[src/rtl/lb_shiftreg_tx.sv]
// lb_shiftreg_tx: 12-bit framed serial transmitter (start, 8 data, parity, 2 stop) with mid-bit shift strobe
module lb_shiftreg_tx #(
  parameter int CLKS_PER_BIT = 16,
  parameter bit PARITY_ODD = 1'b0
) (
  input  logic       clk,
  input  logic       reset,
  input  logic [7:0] tx_data,
  input  logic       tx_valid,
  output logic       tx_ready,
  output logic       tx_out,
  output logic       shift_out,
  output logic       busy
);
  localparam int CW = $clog2(CLKS_PER_BIT);
  localparam logic [CW-1:0] LAST = CW'(CLKS_PER_BIT - 1);
  localparam logic [CW-1:0] MID = CW'(CLKS_PER_BIT / 2);
  typedef enum logic {IDLE, SEND} state_t;
  state_t state, state_nx;
  logic [11:0] frame;
  logic [3:0] bit_cnt;
  logic [CW-1:0] clk_cnt;
  logic accept, bit_end;
  always_comb begin
    accept = state == IDLE && tx_valid;
    bit_end = state == SEND && clk_cnt == LAST;
    state_nx = accept ? SEND : (bit_end && bit_cnt == 4'd11) ? IDLE : state;
  end
  always_ff @(posedge clk or negedge reset)
    if (!reset) state <= IDLE;
    else state <= state_nx;
  // Stop bits and the 1-fill leave frame at all-ones, so frame[0] also drives the idle-high line
  always_ff @(posedge clk or negedge reset)
    if (!reset) begin
      frame <= 12'hFFF;
      bit_cnt <= 4'd0;
      clk_cnt <= '0;
    end else if (accept) begin
      frame <= {2'b11, PARITY_ODD ? ~^tx_data : ^tx_data, tx_data, 1'b0};
      bit_cnt <= 4'd0;
      clk_cnt <= '0;
    end else if (state == SEND) begin
      clk_cnt <= bit_end ? '0 : clk_cnt + 1'b1;
      frame <= bit_end ? {1'b1, frame[11:1]} : frame;
      bit_cnt <= bit_end ? bit_cnt + 4'd1 : bit_cnt;
    end
  assign tx_out = frame[0];
  assign tx_ready = state == IDLE;
  assign busy = state == SEND;
  assign shift_out = busy && clk_cnt == MID;
endmodule

[config.mk]
export PLATFORM = sky130hd
export DESIGN_NAME = lb_shiftreg_tx
export DESIGN_NICKNAME = d
export VERILOG_FILES = /design/src/rtl/lb_shiftreg_tx.sv
export SDC_FILE = /design/constraint.sdc
export NUM_CORES = 1
export LEC_CHECK = 0
export BUFFER_PORTS_ARGS = -buffer_cell sky130_fd_sc_hd__buf_2
export CAP_MARGIN = 10
export CORE_MARGIN = 3
export CORE_UTILIZATION = 45
export CTS_BUF_LIST = sky130_fd_sc_hd__clkbuf_8
export CTS_CLUSTER_SIZE = 12
export DETAILED_ROUTE_END_ITERATION = 7
export PLACE_DENSITY = 0.65
export SLEW_MARGIN = 25
export SYNTH_ARGS = -nofsm -noshare
export SYNTH_HDL_FRONTEND = slang
export SYNTH_SLANG_ARGS = --single-unit
[constraint.sdc]
create_clock -name clk -period 1.6 [get_ports clk]
set_clock_uncertainty 0.1 [all_clocks]
set_input_delay 0 -clock clk [delete_from_list [all_inputs] [get_ports clk]]
set_output_delay 0 -clock clk [all_outputs]
set_load 0.03 [all_outputs]
# [Word level (Yosys, flattened, before mapping)]
# Cells that the tools add are included.
# Widths: inputs -> output; s select.
[op_classes] eq_ne=3 mux=11 n_reduce_logical=9 addsub=2 bitwise_logic=1
[ops] operator="$mux 12" count=3
[ops] operator="$mux 4" count=6
[ops] operator="$eq 4x4->1 const B" count=3
[ops] operator="$add 4x1->4 const B" count=2
[ops] operator="$reduce_xor 8->1" count=1
[ops] operator="$reduce_bool 2->1" count=3
[ops] operator="$logic_and 1x1->1" count=4
[ops] operator="$mux 1" count=2
[ops] operator="$reduce_and 2->1" count=1
[ops] operator="$not 1->1" count=1
[totals] ff_bits=21 elab_cells=30 in_bits=11

# [Logic depth before layout (Yosys ltp)]
# Gate-level depths: netlist of the first run.
[logic_depth] depth_word=5 depth_mapped=6

# [Least setup slack after synthesis of the first run]
# Ideal clock, no wire load.
[synth_path] kind="flip-flop to flip-flop" start="register state (netlist: busy)" end="register bit_cnt[2]" path_buffers=0 period_less_slack_ps=1654 t_required_ps=1380 path_slack_ps=-54 stages_incl_launch_ff=5 t_arrival_ps=1433 cell_sequence="dfrtp_1 > inv_1 > nor2_4 > a211oi_1 > a31o_2"
[synth_via] elab_chain_len=4 word_cells_on_any_way=7 classes_between="1 x mux; 1 x bitwise; 5 x reduce/logical"
[synth_rtl] element="from (decl)" line="19" rtl="state_t state, state_nx;"
[synth_rtl] element="from (signal assigned)" line="31" rtl="else state <= state_nx;"
[synth_rtl] element="$not 1->1 (*)"
[synth_rtl] element="named net tx_ready" line="10" rtl="output logic tx_ready,"
[synth_rtl] element="$logic_and 1x1->1 (*)" line="25" rtl="accept = state == IDLE && tx_valid;"
[synth_rtl] element="$reduce_bool 2->1 (no line)"
[synth_rtl] element="$reduce_and 2->1 (no line)"
[synth_rtl] element="to (signal assigned)" line="45" rtl="bit_cnt <= bit_end ? bit_cnt + 4'd1 : bit_cnt;"
[synth_rtl] element="to (decl)" line="21" rtl="logic [3:0] bit_cnt;"
# Mark *: on every way through the listed nets, which the timed path passes. The rest lies on a longest branch.
# A chain may end at the register's enable or synchronous reset.

# [Worst setup path after layout of the first run]
[layout_path] start="register clk_cnt[0]" end="register bit_cnt[2]"
[layout_via] elab_chain_len=4
[layout_rtl] element="from (decl)" line="22" rtl="logic [CW-1:0] clk_cnt;"
[layout_rtl] element="from (signal assigned)" line="43" rtl="clk_cnt <= bit_end ? '0 : clk_cnt + 1'b1;"
[layout_rtl] element="$eq 4x4->1" line="26" rtl="bit_end = state == SEND && clk_cnt == LAST;"
[layout_rtl] element="$logic_and 1x1->1" line="26"
[layout_rtl] element="$reduce_bool 2->1 (no line)"
[layout_rtl] element="$reduce_and 2->1 (no line)"
# Every way passes these cells.

==> run metrics, run 1 <==
Synth area leader=dfstp_2; vias per cell=approximately 5.2; Critical Path RT=approximately 1700 ps; crit path from=clk_cnt[0]; Power Density=1580 nW/µm²; status=finished clean; Setup crit end kind=flop; Antenna Cells=0; clock power share=0.171; Setup Crit Path Kind=flop to flop; gr ovfl total=0; Min Hold Slack=around 100 ps; Initial Util=0.492; pin count of the biggest net entering global routing=20; Min Clock Period, post-route=roughly 1500 ps; WL/cell=around 13 µm; CTS max path bufs=2; hpwl dp=between 1 and 1.5 mm; synth warn=0; most common cell in the synthesized netlist=nand2_1; reg2reg path depth=5; drc violations=0; Die Ht=approximately 53 µm; setup bufs post-CTS=0; gpl congestion=roughly 0.73; max-slew violations=0; Syn Inst Count=104; RSZ-0062 raised after global routing=false; TritonCTS Buffers=3; Area growth, synth to finish=23.7%; Setup crit start kind=flop; CP peak stage delay=420 ps; FF-to-FF End=bit_cnt[2]; DR pass1 iterations=4; family with the most delay on the worst path=flip-flops; MaxCap Viol Count=0; Yosys cell types=28; FP Rows=16; top cell type's share of synthesized area=0.262; Num Clock Sinks=19; slew margin rel.=0.726; worst min path class=input port to asynchronous set/reset pin; core area=2040 µm²; 1st-iter DRT viols=18; antenna violations before repair=0; post-synthesis sequential area ratio=0.486; Int Power=roughly 1.3 mW; PortBufs=14; post-route clock period utilization=0.933; Peak Freq=between 600 and 700 MHz; first-pass GRT wire length=about 3.3 mm; P_sw=0.692 mW; Worst-Skew Late Latency=around 250 ps; Slew @ Worst Pin=around 410 ps; CTS tree=done; Post-synth EDFFs=0; worst reg-to-reg setup slack=approximately 110 ps; Root Driver=clkbuf_8; final setup violation count=0; final hold vios=0; r2r startpoint=clk_cnt[0]; die width=~53 µm; Flop pwr share=0.498; syn nets=around 120; synth cell count leaders=23 x nand2_1, 10 x dfstp_2, 9 x dfrtp_1, 9 x nor2_1; post-synthesis register bit count=19; DRT antenna net count=0; num ports=15; die area=approximately 2800 µm²; vias after detailed routing=about 820; Worst Path Buf+Inv=0; depth of the CTS H-tree=1; crit path max fanout=5; top_reg_cell synth=dfstp_2; final WL=roughly 2 mm; Worst path slowest cell=dfrtp_1; Sw Share=0.352; Leak Pwr=about 0.56 nW; share of layout cells above drive strength 1=0.292; synthesized cell area=between 1000 and 1500 µm²; combinational share of power=0.331; Total GRT Usage=0.165; syn avg cell area=slightly below 10 µm²; setup_tns=0 ps; crit-path cells=ha_2, nand3_1, nor2_4, a211oi_1, a31o_2; clock-pin slew on the worst setup and hold paths=about 70 ps; number of global-route vias before repair=around 750; synth top area cells=dfstp_2 26%, dfrtp_1 22%, nand2_1 8.6%; filler instances=around 180; fraction of registers with async set/reset=1.00; Crit path arrival time=between 1500 and 2000 ps; fin nets=~150; worst vdd ir=between 0.0008 and 0.0009 V; post-layout util=0.608
==> through the flow <==
stage / std cells / setup WS, ps / area [µm²] / total power, mW
detailed placement: 143 / 89.7 / 1090 / 1.61
finish: 157 / 107 / 1240 / 1.96
global route: 157 / 36.7 / 1240 / 2.12
floorplan: 104 / 149 / 1010 / 1.46
global placement: 143 / 155 / 1090 / 1.59
CTS: 157 / 72.6 / 1240 / 1.96
==> cell usage in the layout, fill, tap and decap left out, types with 2 or more instances in the layout <==
cell and count:
clkbuf_8 3, a31oi_1 8, nand2_1 23, inv_1 4, nor2_1 9, dfstp_2 10, ha_1 2, nand3_1 7
dlygate4sd3_1 10, dfrtp_1 8, buf_2 14, xnor2_1 8, o21ai_0 5
==> registers in the layout, indices dropped and copies added, names as in the netlist <==
| register | count |
|---|---|
| bit_cnt | 4 |
| busy | 1 |
| clk_cnt | 4 |
| frame | 10 |
==> area by class of cell <==
type | count | area [µm²] | share of cell area
Sequential cell | 19 | 489 | 0.394
Multi-Input combinational cell | 78 | 480 | 0.387
Timing Repair Buffer | 25 | 178 | 0.143
Clock buffer | 3 | 41.3 | 0.0332
Tap cell | 27 | 33.8 | 0.0272
Inverter | 4 | 15.0 | 0.0121
Clock inverter | 1 | 5.00 | 0.00403
==> worst max path at each step <==
| stage | to | slack, ps | depth (start not counted) |
|---|---|---|---|
| finish | bit_cnt[2] | 110 | 5 |
| global route | bit_cnt[2] | 40 | 5 |
| CTS | bit_cnt[2] | 70 | 5 |
| detailed placement | bit_cnt[2] | 90 | 5 |
| global placement | bit_cnt[2] | 150 | 5 |
| floorplan | bit_cnt[2] | 150 | 4 |
==> logic make-up (layout without fill, tap and decap cells) <==
group | Yosys count | count (layout) | share of synthesized area
adders and majority gates | 3 | 3 | 0.0374
and+or+nand+nor | 47 | 47 | 0.238
DFF | 19 | 19 | 0.486
buffers and inverters | 7 | 33 | 0.0386
AOI/OAI and AO/OA | 19 | 19 | 0.122
xor gates and xnor gates | 9 | 9 | 0.0785
==> power groups by stage <==
stage	logic [mW]	registers [mW]	clock network [mW]
after CTS	0.650	0.972	0.342
after detailed placement	0.625	0.981	0
after global routing	0.743	1.01	0.370
final	0.651	0.978	0.335
after floorplan	0.494	0.963	0
after global placement	0.618	0.970	0
==> routing by layer <==
| layer | global-route usage | part of all wire | up-vias |
|---|---|---|---|
| met2 | 0.261 | 0.46 | 16 |
| met3 | 0.0423 | 0.038 | 5 |
| met5 | 0 | 0 | - |
| met1 | 0.208 | 0.49 | 390 |
| li1 | - | - | 407 |
| met4 | 0.0766 | 0.019 | 0 |
==> repair_timing <==
action                                  4_1_cts  5_1_grt
gates resized for setup                       0        1
endpoints found under the setup margin        0        2
hold buffers                                 10        0
endpoints found under the hold margin        29        0
No activity file was read; power rests on OpenSTA's default activity.
==> run 2, diff against run 1 <==
Clock period 1.6 ns to 1.4 ns, I/O delays scaled along.
==> run 2 against run 1 <==
The run now ends with setup timing left. Total power rose by 25%. First-iteration DRC count decreased by 17%. Cell count increased by 4.5%. Clock power increased by 13%. Sequential share of layout area fell by 2.9 points. Via count up 3.4%. Combinational power grew 47%. Highest routed layer unchanged. Count of clock-buffer cells in the layout is the same. Register-to-register slack got worse by 110 ps. Sequential cell count did not move. Critical path type is now flop to primary output. Utilization rose by 4.9 points.
==> run metrics, run 2 (same netlist as run 1, synthesis figures left out) <==
share of layout cells above drive strength 1=0.350; family with the most delay on the worst path=flip-flops; Antenna Cells=0; CTS tree=done; drc violations=0; Setup crit start kind=flop; worst min path class=input port to asynchronous set/reset pin; Initial Util=0.492; Crit path arrival time=roughly 1300 ps; 1st-iter DRT viols=15; antenna violations before repair=0; WL/cell=around 14 µm; Critical Path RT=approximately 1300 ps; Slew @ Worst Pin=about 420 ps; CTS max path bufs=2; gr ovfl total=0; placed instance count=148; Total GRT Usage=0.178; crit path max fanout=3; DR pass1 iterations=4; RSZ-0062 raised after global routing=true; post-layout util=0.657; DRT antenna net count=0; crit-path cells=buf_6, inv_4, ha_4, and4b_1, buf_6; vias after detailed routing=between 800 and 900; die area=2840 µm²; CP peak stage delay=430 ps; number of global-route vias before repair=790; num ports=15; cell mode on critical path=buf_6; MaxCap Viol Count=0; depth of the CTS H-tree=1; filler instances=172; max-slew violations=0; die width=approximately 53 µm; pre-CTS WS=-53.2 ps; Die Ht=between 50 and 60 µm; slew margin rel.=0.719; hpwl dp=between 1.5 and 2 mm; TritonCTS Buffers=3; Min Hold Slack=~110 ps; core area=slightly above 2000 µm²; fin nets=152; vias per cell=5.16; pin count of the biggest net entering global routing=20; final setup violation count=1; FP Rows=16; Power Density=1830 nW/µm²; final WL=around 2.2 mm; final cell count without fillers=roughly 160; Regs by FF count=frame (10), bit_cnt (4), clk_cnt (4); most common cell after layout, fill and taps aside=nand2_1; Root Driver=clkbuf_8; Reg with most FFs=frame; Area growth, synth to finish=33.6%; worst vdd ir=around 0.0013 V; Min Clock Period, post-route=about 1400 ps; max FFs per register=10; clock-pin slew on the worst setup and hold paths=approximately 70 ps; PortBufs=14; gpl congestion=between 0.7 and 0.8; Worst path slowest cell=dfrtp_1; Worst-Skew Late Latency=around 260 ps; final hold vios=0; Leak Pwr=0.592 nW; setup ws final=-19.3 ps; failing checks=setup timing; Num Clock Sinks=19; commonest non-fill, non-tap cells in the layout=23 x nand2_1, 13 x buf_2, 10 x dfstp_2, 10 x dlygate4sd3_1, 9 x nor2_1; Peak Freq=a little over 700 MHz; Power Total=roughly 2.5 mW; post-route clock period utilization=1.01; status=complete, but fails checks; first-pass GRT wire length=3.61 mm; Setup crit end kind=primary output; Setup Crit Path Kind=flop to primary output; Worst Path Buf+Inv=3
run 2: changes by cell type in the layout (fill, tap and decap cells not counted), moves of 2 or more:
cell,change
buf_6,+3
ha_4,+2
buf_4,+5
inv_1,-2
run 2: cell type report:
| cell class | instances | area (µm²) | share of cell area |
|---|---|---|---|
| Clock buffer | 3 | 41.3 | 0.0308 |
| Clock inverter | 1 | 5.00 | 0.00373 |
| Inverter | 4 | 17.5 | 0.0130 |
| Multi-Input combinational cell | 78 | 512 | 0.381 |
| Sequential cell | 19 | 489 | 0.364 |
| Tap cell | 27 | 33.8 | 0.0252 |
| Timing Repair Buffer | 32 | 244 | 0.182 |
run 2: worst paths after layout:
path	start	to	slack, ps	depth (start not counted)
min reg2reg	frame[0]	frame[0]	380	2
max reg2reg	clk_cnt[1]	bit_cnt[2]	0	5
min in group clk	frame[0]	frame[0]	380	2
max	clk_cnt[1]	shift_out	-20	5
min	reset	clk_cnt[2]	110	2
max in group asynchronous	reset	frame[9]	760	2
run 2: routing by layer:
layer / track usage / up-vias / routed length [µm]
li1: - / 421 / -
met1: 0.239 / 411 / 1030
met2: 0.288 / 12 / 1120
met3: 0.0507 / 2 / 77
met4: 0.0255 / 0 / 13
met5: 0 / - / 0
run 2: power breakdown:
| part | switching [mW] | internal [mW] |
|---|---|---|
| combinational | 0.476 | 0.478 |
| sequential | 0.216 | 0.903 |
| clock | 0.181 | 0.198 |
| total | 0.874 | 1.58 |
run 2: worst reg2reg max path, cell delays in order (launching register included):
cell	delay, ps
dfrtp_1	420
ha_4	180
nand3_1	130
nor2_4	160
a211oi_1	90
a31o_2	210
run 2: what timing repair did:
| item | CTS | global route |
|---|---|---|
| resized for setup | 3 | 9 |
| cloned | 0 | 0 |
| hold buffers | 10 | 0 |
| setup buffers | 0 | 2 |
| endpoints found under the hold margin | 28 | 0 |
| pin swaps | 0 | 2 |
| setup endpoints to repair | 2 | 5 |
run 2: per-stage QoR:
stage                     TNS [ps]  area, µm²
final                        -19.3       1340
after global routing          -151       1340
after CTS                    -55.1       1290
after detailed placement     -53.2       1130
after global placement           0       1130
after floorplan              -50.8       1010
